===== config.mk =====
export PLATFORM = sky130hd
export DESIGN_NAME = output_writeback
export DESIGN_NICKNAME = d
export VERILOG_FILES = /design/src/rtl/wb_pkg.sv /design/src/rtl/wb_skid_reg.sv /design/src/rtl/output_writeback.sv
export SDC_FILE = /design/constraint.sdc
export NUM_CORES = 1
export LEC_CHECK = 0
export ABC_AREA = 1
export CAP_MARGIN = 25
export CORE_ASPECT_RATIO = 2
export CORE_MARGIN = 3
export CORE_UTILIZATION = 50
export CTS_CLUSTER_DIAMETER = 40
export DETAILED_ROUTE_END_ITERATION = 6
export PLACE_DENSITY = 0.7
export SLEW_MARGIN = 30
export SYNTH_ARGS = -nofsm -noshare
export SYNTH_HDL_FRONTEND = slang
export SYNTH_SLANG_ARGS = --single-unit
export TNS_END_PERCENT = 50

===== constraint.sdc =====
create_clock -name CLK -period 5.1 [get_ports CLK]
set_input_delay 0.51 -clock CLK [delete_from_list [all_inputs] [get_ports CLK]]
set_output_delay 0.51 -clock CLK [all_outputs]
set_load 0.01 [all_outputs]

===== src/rtl/wb_pkg.sv =====
// wb_pkg: state encoding, memory polarity constants and address width shared by output_writeback.
package wb_pkg;
    localparam int   ADDR_W    = 13;
    localparam logic CEN_ON    = 1'b0;
    localparam logic WEN_WRITE = 1'b0;
    typedef enum logic [1:0] {IDLE, RUN, FIN} state_e;
endpackage


===== src/rtl/wb_skid_reg.sv =====
// wb_skid_reg: single-entry valid/data holding register; load takes priority over unload.
module wb_skid_reg #(
    parameter int DATA_W = 16
) (
    input  logic              clk,
    input  logic              rst,
    input  logic              load_i,
    input  logic              unload_i,
    input  logic [DATA_W-1:0] data_i,
    output logic              valid_o,
    output logic [DATA_W-1:0] data_o
);
    logic              valid_q;
    logic [DATA_W-1:0] data_q;
    always_ff @(posedge clk) begin
        if (rst) begin
            valid_q <= 1'b0;
            data_q  <= '0;
        end else if (load_i) begin
            valid_q <= 1'b1;
            data_q  <= data_i;
        end else if (unload_i) begin
            valid_q <= 1'b0;
        end
    end
    assign valid_o = valid_q;
    assign data_o  = data_q;
endmodule


===== src/rtl/output_writeback.sv =====
// output_writeback: drains one output-buffer tile into the shared buffer at OADDR with start/busy/done.
// Define WB_RELU_EN to clamp negative (signed) words to zero as they are captured.
module output_writeback
    import wb_pkg::*;
#(
    parameter int DATA_W = 16,
    parameter int DEPTH  = 16
) (
    input  logic              CLK,
    input  logic              RESET,
    input  logic              START,
    input  logic [ADDR_W-1:0] OADDR,
    input  logic              SHARE_GNT,
    output logic              BUSY,
    output logic              DONE,
    output logic              output_ren,
    output logic              output_cen,
    output logic [ADDR_W-1:0] output_addr,
    input  logic [DATA_W-1:0] output_rdata,
    output logic              share_wen,
    output logic              share_ren,
    output logic              share_cen,
    output logic [ADDR_W-1:0] share_addr,
    output logic [DATA_W-1:0] share_wdata
);
    localparam logic [ADDR_W:0] CNT  = (ADDR_W+1)'(DEPTH);
    localparam logic [ADDR_W:0] LAST = (ADDR_W+1)'(DEPTH - 1);

    state_e            state_q, state_d;
    logic [ADDR_W-1:0] base_q, base_d, raddr_q, raddr_d, saddr_q, saddr_d;
    logic [ADDR_W:0]   rd_cnt_q, rd_cnt_d, wr_cnt_q, wr_cnt_d;
    logic [DATA_W-1:0] slot_q, slot_d, arr_data, sk0_data, sk1_data;
    logic              ren_q, ren_d, arr_q, slot_v_q, slot_v_d, busy_q, done_q;
    logic              sk0_v, sk1_v, sk0_load, sk1_load, slot_load, shift, start, issue;
    logic [2:0]        occ;

`ifdef WB_RELU_EN
    assign arr_data = output_rdata[DATA_W-1] ? '0 : output_rdata;
`else
    assign arr_data = output_rdata;
`endif

    // Two skid entries absorb the two reads already committed when a grant drops.
    always_comb begin
        start     = state_q == IDLE && START;
        shift     = state_q == RUN && slot_v_q && SHARE_GNT;
        occ       = 3'(slot_v_q) + 3'(sk0_v) + 3'(sk1_v) + 3'(arr_q) + 3'(ren_q);
        issue     = state_q == RUN && rd_cnt_q < CNT && occ <= 3'd2 + 3'(shift);
        state_d   = start ? RUN : (shift && wr_cnt_q == LAST) ? FIN : (state_q == FIN) ? IDLE : state_q;
        base_d    = start ? OADDR : base_q;
        ren_d     = start || issue;
        raddr_d   = start ? '0 : issue ? rd_cnt_q[ADDR_W-1:0] : raddr_q;
        rd_cnt_d  = start ? (ADDR_W+1)'(1) : rd_cnt_q + (ADDR_W+1)'(issue);
        wr_cnt_d  = start ? '0 : wr_cnt_q + (ADDR_W+1)'(shift);
        slot_load = shift ? (sk0_v || arr_q) : (!slot_v_q && arr_q);
        slot_v_d  = shift ? slot_load : (slot_v_q || arr_q);
        slot_d    = !slot_load ? slot_q : (shift && sk0_v) ? sk0_data : arr_data;
        saddr_d   = slot_load ? base_q + wr_cnt_d[ADDR_W-1:0] : saddr_q;
        sk0_load  = shift ? (sk1_v || (sk0_v && arr_q)) : (slot_v_q && !sk0_v && arr_q);
        sk1_load  = shift ? (sk1_v && arr_q) : (sk0_v && !sk1_v && arr_q);
    end

    always_ff @(posedge CLK) begin
        if (RESET) begin
            state_q  <= IDLE;
            base_q   <= '0;
            raddr_q  <= '0;
            saddr_q  <= '0;
            rd_cnt_q <= '0;
            wr_cnt_q <= '0;
            slot_q   <= '0;
            slot_v_q <= 1'b0;
            ren_q    <= 1'b0;
            arr_q    <= 1'b0;
            busy_q   <= 1'b0;
            done_q   <= 1'b0;
        end else begin
            state_q  <= state_d;
            base_q   <= base_d;
            raddr_q  <= raddr_d;
            saddr_q  <= saddr_d;
            rd_cnt_q <= rd_cnt_d;
            wr_cnt_q <= wr_cnt_d;
            slot_q   <= slot_d;
            slot_v_q <= slot_v_d;
            ren_q    <= ren_d;
            arr_q    <= ren_q;
            busy_q   <= state_d == RUN;
            done_q   <= state_d == FIN;
        end
    end

    wb_skid_reg #(.DATA_W(DATA_W)) u_sk0 (
        .clk      (CLK),
        .rst      (RESET),
        .load_i   (sk0_load),
        .unload_i (shift),
        .data_i   ((shift && sk1_v) ? sk1_data : arr_data),
        .valid_o  (sk0_v),
        .data_o   (sk0_data)
    );

    wb_skid_reg #(.DATA_W(DATA_W)) u_sk1 (
        .clk      (CLK),
        .rst      (RESET),
        .load_i   (sk1_load),
        .unload_i (shift),
        .data_i   (arr_data),
        .valid_o  (sk1_v),
        .data_o   (sk1_data)
    );

    assign BUSY        = busy_q;
    assign DONE        = done_q;
    assign output_ren  = ren_q;
    assign output_cen  = ren_q ? CEN_ON : ~CEN_ON;
    assign output_addr = raddr_q;
    assign share_cen   = slot_v_q ? CEN_ON : ~CEN_ON;
    assign share_wen   = slot_v_q ? WEN_WRITE : ~WEN_WRITE;
    assign share_ren   = 1'b0;
    assign share_addr  = saddr_q;
    assign share_wdata = slot_q;
endmodule


## Word-level counts from Yosys, hierarchy flattened

Cells that the tools add are included.

| word-level totals | value |
|---|---|
| register bits after elaboration | 124 |
| bits in latches | 0 |
| bits in writable memories | 0 |
| memory bits (read-only) | 0 |
| logic and storage cells | 75 |
| memories | 0 |

| operators by class | value |
|---|---|
| add/subtract/negate cells | 8 |
| multiply operators | 0 |
| divide/modulo/power cells | 0 |
| magnitude comparators | 2 |
| equal/unequal tests | 5 |
| shift operators | 0 |
| multiplexer cells | 16 |
| bitwise operators | 0 |
| reduce and logical (&&, ||, !) cells | 26 |

Operator list:

| cell | count |
|---|---|
| $mux W16 | 2 |
| $add A14 B1 Y14 | 2 |
| $logic_and A1 B1 Y1 | 15 |
| $eq A14 B4 Y1 const B | 1 |
| $lt A14 B5 Y1 const B | 1 |
| $add A13 B13 Y13 | 1 |
| $mux W13 | 1 |
| $mux W1 | 10 |
| $add A3 B1 Y3 | 2 |
| $mux W2 | 3 |
| $eq A2 B1 Y1 const B | 2 |
| $eq A2 B2 Y1 const B | 2 |
| $logic_or A1 B1 Y1 | 4 |
| $reduce_bool A2 Y1 | 2 |
| $add A2 B1 Y3 | 1 |
| $add A2 B1 Y3 const A | 1 |
| $le A3 B3 Y1 | 1 |
| $logic_not A1 Y1 | 3 |
| $add A1 B1 Y2 | 1 |
| $logic_not A2 Y1 | 1 |
| $reduce_or A2 Y1 | 1 |

## Depth between registers and ports, before layout

Gate-level depths: netlist of run 1.

| depth | value |
|---|---|
| depth in word-level cells | 8 |
| gate-level depth with buffers | 26 |
| gate-level depth less buffers | 24 |

## By module

From an unflattened synthesis of run 1, not the netlist that was laid out.

| unflattened totals | value |
|---|---|
| cell total of the unflattened synthesis | 801 |
| area total of the unflattened synthesis | 5,830.6 µm² |

By module, submodules not included:

| module | instances | cells an instance | area each (µm²) |
|---|---|---|---|
| output_writeback | 1 | 655 | 4,654.5 |
| wb_skid_reg | 2 | 73 | 588.1 |

## Least setup slack after synthesis of run 1

OpenSTA, ideal clock, no wires.

| timing path | value |
|---|---|
| path kind | flip-flop to flip-flop |
| start point | register arr_q |
| end point | register rd_cnt_q[12] |
| arrival | 3.352 ns |
| data required time | 5.030 ns |
| slack | 1.678 ns |
| cell stages (with the launch flop) | 18 |
| period minus slack after synthesis | 3.422 ns |
| cell sequence | dfxtp_1 > fa_1 > fa_1 > inv_1 > ha_1 > or3b_2 > nand3_2 > buf_2 > inv_1 > ha_1 > ha_1 > nand2_1 > nor2_1 > nand2_1 > inv_1 > nand4_1 > o21ai_0 > a21oi_1 |

| between the ends | value |
|---|---|
| word-level cells in the longest chain between the ends | 5 |

RTL lines:

| element | line | text |
|---|---|---|
| from (decl) | output_writeback.sv:33 | `logic ren_q, ren_d, arr_q, slot_v_q, slot_v_d, busy_q, done_q;` |
| from (signal assigned) | output_writeback.sv:87 | `arr_q <= ren_q;` |
| $add A3 B1 Y3 (2 in a row) | output_writeback.sv:47 | `occ = 3'(slot_v_q) + 3'(sk0_v) + 3'(sk1_v) + 3'(arr_q) + 3'(ren_q);` |
| $le A3 B3 Y1 | output_writeback.sv:48 | `issue = state_q == RUN && rd_cnt_q < CNT && occ <= 3'd2 + 3'(shift);` |
| $logic_and A1 B1 Y1 | output_writeback.sv:48 |  |
| named net issue | output_writeback.sv:34 | `logic sk0_v, sk1_v, sk0_load, sk1_load, slot_load, shift, start, issue;` |
| $add A14 B1 Y14 | output_writeback.sv:53 | `rd_cnt_d = start ? (ADDR_W+1)'(1) : rd_cnt_q + (ADDR_W+1)'(issue);` |
| to (signal assigned) | output_writeback.sv:82 | `rd_cnt_q <= rd_cnt_d;` |
| to (decl) | output_writeback.sv:31 | `logic [ADDR_W:0] rd_cnt_q, rd_cnt_d, wr_cnt_q, wr_cnt_d;` |

The timed path passes the listed nets, and every way through them passes these cells.
A chain may end at the register's enable or synchronous reset.

## Final worst setup path of run 1

| timing path | value |
|---|---|
| start point | register arr_q |
| end point | register rd_cnt_q[13] |

The elaborated chain is that of the path after synthesis.

==> out/metrics.cfg, run 1 <==
[run_status]
status = finished clean

[synthesis]
synth-adder-area-share = 0.0497
syn-cell-area_um2 = 5740
ys_async_sr_fraction = 0
synthSimpleGateAreaFrac = 0.234
synth.mux.area_fraction = 0
yosysTopAreaCell = dfxtp_1
synth_compound_area_frac = 0.167
syn_nets = 817
synth_flop_cell = dfxtp_1
syn_inst = 763
seq_area_frac_synth = 0.432
synth_top_area_frac = 0.432
postSynthAreaPerCell_um2 = 7.53
ys_ff_latch = 124
ys_types = 40
synth_top_family_by_area = simple AND/OR/NAND/NOR gates
synth_xor_area_frac = 0.0168
synth_edf_count = 0
yosys_warnings = 0
synth_area_leaders = dfxtp_1 43%, o21ai_0 6.7%, nand2_1 6.7%

[global_routing]
grt_pass1_wl_um = 23300
antenna_found_initial = 0
gr-total-overflow = 0
grtUsageTotal = 0.229
grt_max_degree = 66
grt_pass1_vias = 5199

[route]
route.detailed.drc = 0
drtAntennaViolNets = 0
wl_met3_um = 504
initialDrtViolationCount = 192
wl_met1_um = 5610
drtPass1Iterations = 5
wl_met2_um = 7780
via_per_inst = 5.33
routed.top_layer = met4
post_drt_wl_per_cell_um = 14.4
routed_wl_um = 14100
route.vias.total = 5225

[worst_setup_path]
critical_path_class = flop to flop
cp.required_ns = 5.42
crit_path_max_incr_delay_ns = 0.48
end_kind = flop
worstPathMaxFanout = 19
r2r_slack_ns = 1.43
path_buf_inv = 1
start_kind = flop
crit_arrival_ns = 3.98
crit_slowest_cell = fa_1
path_delay_family = simple AND/OR/NAND/NOR gates
crit_path_cell_trace = fa_1 -> fa_1 -> ha_1 -> nor4_1 -> nand3_2 -> inv_1 -> ha_1 -> nand3_1 -> nor2_1 -> nand3_1 -> nor2_1 -> nand3b_1 -> o21ai_0 -> nor3b_1

[place]
buffer_ports.inserted = 80
dpl.hpwl_um = 10100
place_inst = 948
place_area_um2 = 6540
gp_congestion = 0.865

[die]
coreArea_um2 = 11100
start_util = 0.518
ios = 82
die_y_um = 158
die_area_um2 = 12900
rows = 54
die_w_um = 81.8

[worst_hold_path]
hold_path.class = flop to flop

[power_and_ir_drop]
vdd_drop_max_mv = 0.250
power_leakage_nw = 3.05
power.density_nw_per_um2 = 349

[clock_tree]
htreeDepth = 4
postCtsSetupBuffers = 0
cts_tree = done
cts_buffers = 17
cts_max_path_buffers = 2
cts_sinks = 124
clk_latency_ns = 0.41
postCtsHoldBufs = 0
clk_pin_slew_ns = 0.05
cts_resized = 0
root_buffer = clkbuf_16

[sta]
rsz0062_at_grt = false
worst_pin_slew_ns = 0.691
slew_viol_final = 0
fmaxAchievable_mhz = 273
slew_headroom = 0.538
hold_viol = 0
fin_setup_tns_ns = 0
setup_viol = 0
period_share = 0.719
fin_crit_ns = 3.67
finalClockSkew_ns = 0.00950

[final_layout]
fin_nets = 881
n_fill_cell = 991
mostFrequentLayoutCells = 124 x dfxtp_1, 102 x nand2_1, 89 x inv_1
layout-drive-gt1-share = 0.0607
final_cells = 980
design_area_um2 = 7160
diodes = 0
layout_commonest_cell = dfxtp_1
area_growth_pct = 24.6

[job]
max_cap_viol_count = 0

## flip-flops by register name, indices dropped and copies added (netlist names)
register / cells
share_wdata: 16
u_sk0.data_o: 16
u_sk1.data_o: 16
rd_cnt_q: 14
wr_cnt_q: 14
base_q: 13
output_addr: 13
share_addr: 13
state_q: 2
BUSY: 1
DONE: 1
arr_q: 1
output_ren: 1
slot_v_q: 1
u_sk0.valid_o: 1
u_sk1.valid_o: 1
## final timing paths
path                     endpoint             from  cells after the start
hold / removal    u_sk1.data_o[0]  u_sk1.data_o[0]                      2
hold reg to reg   u_sk1.data_o[0]  u_sk1.data_o[0]                      2
setup / recovery     rd_cnt_q[13]            arr_q                     14
setup reg to reg     rd_cnt_q[13]            arr_q                     14
## kinds of logic (layout without fill, tap and decap cells)
logic type	count (synthesis)	in the layout
compound gates	173	173
xor+xnor	11	11
fa+ha+maj	21	21
buf+inv	134	211
flops	124	124
other cells	1	1
simple gates	299	299
## through the flow
step,setup WS (ns),hold slack [ns],power (mW),util
after global placement,1.38,0.433,1.26,0.590
after floorplan,1.68,0.424,1.16,-
after detailed placement,1.31,0.436,1.26,0.590
after CTS,1.41,0.444,2.52,0.646
after global routing,0.990,0.455,2.59,0.646
final,1.43,0.444,2.50,0.646
## where the power goes
part           leakage (nW)  internal, mW  switching [mW]
combinational          1.74        0.0989           0.114
clock                 0.297         0.829           0.428
sequential             1.01          1.00          0.0219
## Yosys cell counts (2+ instances only)
library cell,instances
buf_4,5
nor3_1,15
buf_6,4
nand3_1,66
nor2_1,77
fa_1,3
nor4_1,9
o21ai_1,5
nand3_2,2
xor2_1,6
inv_2,4
nand4_1,10
nor3b_1,6
and3_1,3
nor2_2,2
o211ai_1,2
o21ai_0,77
or2_2,2
xnor2_1,5
buf_2,16
dfxtp_1,124
ha_1,18
nand2_1,102
a21oi_1,41
clkbuf_1,15
o21bai_1,7
inv_1,89
a31oi_1,36
## tightest hold or removal path, delay by kind of cell, from the launching register on
family	cells	cell delay, ns
AOI/OAI and AO/OA	1	0.05
buffers and inverters	1	0.05
DFF	1	0.30
## layer usage
metal	up-vias	track usage
met1	2407	0.246
li1	2675	-
met4	0	0.0792
met3	17	0.0456
met5	-	0
met2	126	0.429
## final cells by class
cell class,instances,area (um2),share of cell area
Inverter,94,353,0.0493
Tap cell,140,175,0.0245
Sequential cell,124,2480,0.347
Multi-Input combinational cell,505,2690,0.376
Clock buffer,21,450,0.0629
Timing Repair Buffer,85,838,0.117
Clock inverter,11,168,0.0234
Note: power is estimated with default switching activity, not from simulation.
==> run 2: changes to the inputs <==
clock period = 3.4 ns   (was 5.1 ns; I/O delays follow)
==> run 2 against run 1 <==
  * Combinational power up 55%
  * Clock power up 44%
  * Sequential share of layout area down 0.56 points
  * Highest routed layer unchanged
  * Total power up 47%
  * Clock skew down 0.0014 ns
  * Critical path depth up 2
  * Via count up 3.1%
  * Worst hold slack better by 0.0043 ns
  * First-iteration DRC count up 39%
  * Flip-flop and latch count unchanged
==> out/metrics.cfg, run 2 (synthesized netlist as in run 1, its figures left out) <==
[worst_setup_path]
end_kind = flop  ; unchanged
timing.critical_path.mode_cell = nand2_1
crit_path_max_incr_delay_ns = 0.50  ; was 0.48 ns
cp.required_ns = 3.74  ; was 5.42 ns
r2r-end = rd_cnt_q[10]  ; was rd_cnt_q[13]
crit_slowest_cell = fa_1  ; unchanged
crit_arrival_ns = 3.57  ; was 3.98 ns
ff2ff_path_depth = 16  ; was 14
worstPathMaxFanout = 3  ; was 19
start_kind = flop  ; unchanged
r2r_start = arr_q  ; unchanged
worstSetupStartpoint = arr_q  ; unchanged
cp.depth = 16  ; was 14
path_buf_inv = 2  ; was 1
critical_path_class = flop to flop  ; unchanged
path_delay_family = adder cells  ; was simple AND/OR/NAND/NOR gates
r2r_slack_ns = 0.17  ; was 1.43 ns
crit_path_end = rd_cnt_q[10]  ; was rd_cnt_q[13]
crit_path_cell_trace = fa_1 -> fa_1 -> inv_1 -> ha_1 -> or3b_2 -> nand3_2 -> inv_1 -> ha_2 -> ha_2 -> nand2_1 -> nor2_1 -> nand2_1 -> nor2_1 -> nand2_1 -> o21ai_0 -> a21oi_1  ; was fa_1 -> fa_1 -> ha_1 -> nor4_1 -> nand3_2 -> inv_1 -> ha_1 -> nand3_1 -> nor2_1 -> nand3_1 -> nor2_1 -> nand3b_1 -> o21ai_0 -> nor3b_1

[final_layout]
layout_commonest_cell = dfxtp_1  ; unchanged
area_growth_pct = 27.0  ; was 24.6%
diodes = 0  ; unchanged
design_area_um2 = 7290  ; was 7160 um2
fin_nets = 896  ; was 881
layout-drive-gt1-share = 0.0936  ; was 0.0607
mostFrequentLayoutCells = 121 x dfxtp_1, 102 x nand2_1, 88 x inv_1  ; was 124 x dfxtp_1, 102 x nand2_1, 89 x inv_1

[sta]
fmaxAchievable_mhz = 310  ; was 273 MHz
worst_pin_slew_ns = 0.704  ; was 0.691 ns
slew_viol_final = 0  ; unchanged
setup_viol = 0  ; unchanged
finalClockSkew_ns = 0.00809  ; was 0.00950 ns
hold_viol = 0  ; unchanged
fin_setup_tns_ns = 0  ; unchanged
fin_crit_ns = 3.23  ; was 3.67 ns
period_share = 0.950  ; was 0.719
slew_headroom = 0.529  ; was 0.538

[power_and_ir_drop]
power_leakage_nw = 3.10  ; was 3.05 nW
p_total_mw = 3.68  ; was 2.50 mW
power.density_nw_per_um2 = 505  ; was 349 nW/um2
vdd_drop_max_mv = 0.403  ; was 0.250 mV

[die]
die_area_um2 = 12900  ; unchanged
rows = 54  ; unchanged
start_util = 0.518  ; unchanged
die_y_um = 158  ; unchanged
die_w_um = 81.8  ; unchanged
coreArea_um2 = 11100  ; unchanged
ios = 82  ; unchanged

[clock_tree]
postCtsHoldBufs = 0  ; unchanged
cts_max_path_buffers = 2  ; unchanged
cts_tree = done  ; unchanged
clk_latency_ns = 0.41  ; about the same
root_buffer = clkbuf_16  ; unchanged
htreeDepth = 4  ; unchanged
cts_sinks = 124  ; unchanged
cts_buffers = 17  ; unchanged
clk_pin_slew_ns = 0.05  ; about the same

[global_routing]
gr-total-overflow = 0  ; unchanged
met1_usage = 0.252  ; was 0.246
use_met2 = 0.421  ; was 0.429
busiest_layer = met2  ; unchanged
antenna_found_initial = 0  ; unchanged
grt_max_degree = 62  ; was 66
grt_util_met3 = 0.0410  ; was 0.0456
grt_pass1_vias = 5315  ; was 5199
grtUsageTotal = 0.232  ; was 0.229
grt_pass1_wl_um = 23800  ; was 23300 um

[route]
drtAntennaViolNets = 0  ; unchanged
drtPass1Iterations = 5  ; unchanged
via_per_inst = 5.42  ; was 5.33
routed_wl_um = 14200  ; was 14100 um
route.detailed.drc = 0  ; unchanged
initialDrtViolationCount = 267  ; was 192
route.vias.total = 5389  ; was 5225
post_drt_wl_per_cell_um = 14.3  ; was 14.4 um

[place]
dpl.hpwl_um = 10100  ; about the same
place_area_um2 = 6630  ; was 6540 um2
gp_congestion = 0.868  ; was 0.865
buffer_ports.inserted = 80  ; unchanged

[job]
max_cap_viol_count = 0  ; unchanged

[run_status]
status = finished clean  ; unchanged

[worst_hold_path]
hold_path.class = flop to flop  ; unchanged

## run 2: cell types whose count changed in the layout (fill, tap and decap cells not counted), moves of 3 or more
| cell | change |
|---|---|
| buf_4 | +15 |
| clkbuf_1 | -3 |
| inv_6 | +3 |
| dfxtp_1 | -3 |
| clkinvlp_4 | +4 |
## run 2: final cells by class
cell class | instances | area, um2
inverters | 94 | 353
repair buffers | 100 | 951
flip-flops and latches | 124 | 2490
clock inverters | 12 | 136
well taps | 140 | 175
fillers | 985 | 3790
multi-input cells | 505 | 2720
clock buffers | 20 | 467
## run 2: what timing repair did
item	in CTS	in global routing
gates resized for setup	0	13
buffers inserted	0	3
endpoints found under the setup margin	0	9
## run 2: worst min path at each step
stage                     start                to  slack (ns)  depth (start not counted)
6_report       u_sk1.data_o[10]  u_sk1.data_o[10]        0.45                          2
4_1_cts         u_sk1.data_o[7]   u_sk1.data_o[7]        0.45                          2
3_5_place_dp    u_sk1.data_o[8]   u_sk1.data_o[8]        0.44                          2
5_1_grt         u_sk1.data_o[8]   u_sk1.data_o[8]        0.46                          2
2_1_floorplan   u_sk1.data_o[0]   u_sk1.data_o[0]        0.42                          2
3_3_place_gp    u_sk1.data_o[3]   u_sk1.data_o[3]        0.43                          2
## run 2: through the flow
stage / hold slack, ns / std cells / worst slack (ns) / util
2_1_floorplan: 0.424 / 763 / 0.0191 / -
3_3_place_gp: 0.433 / 960 / 0.116 / 0.599
3_5_place_dp: 0.441 / 960 / 0.0372 / 0.599
4_1_cts: 0.450 / 992 / 0.00843 / 0.653
5_1_grt: 0.465 / 995 / -0.0294 / 0.658
6_report: 0.449 / 995 / 0.172 / 0.658
## run 2: power by group
group	switching (mW)	internal, mW
registers	0.0329	1.51
logic	0.174	0.157
clock network	0.671	1.14
## run 2: layer usage
metal,up-vias,share of wire
met1,2462,0.39
met3,37,0.049
met5,-,0
met2,183,0.53
met4,0,0.030
li1,2707,-
## run 2: worst reg2reg max path, cell delays in order (launching register included)
cell and delay (ns):
dfxtp_4 0.35, fa_1 0.47, fa_1 0.50, inv_1 0.04, ha_1 0.25, or3b_2 0.45
nand3_2 0.10, inv_1 0.05, ha_2 0.18, ha_2 0.17, nand2_1 0.08, nor2_1 0.05
nand2_1 0.13, nor2_1 0.08, nand2_1 0.08, o21ai_0 0.07, a21oi_1 0.12
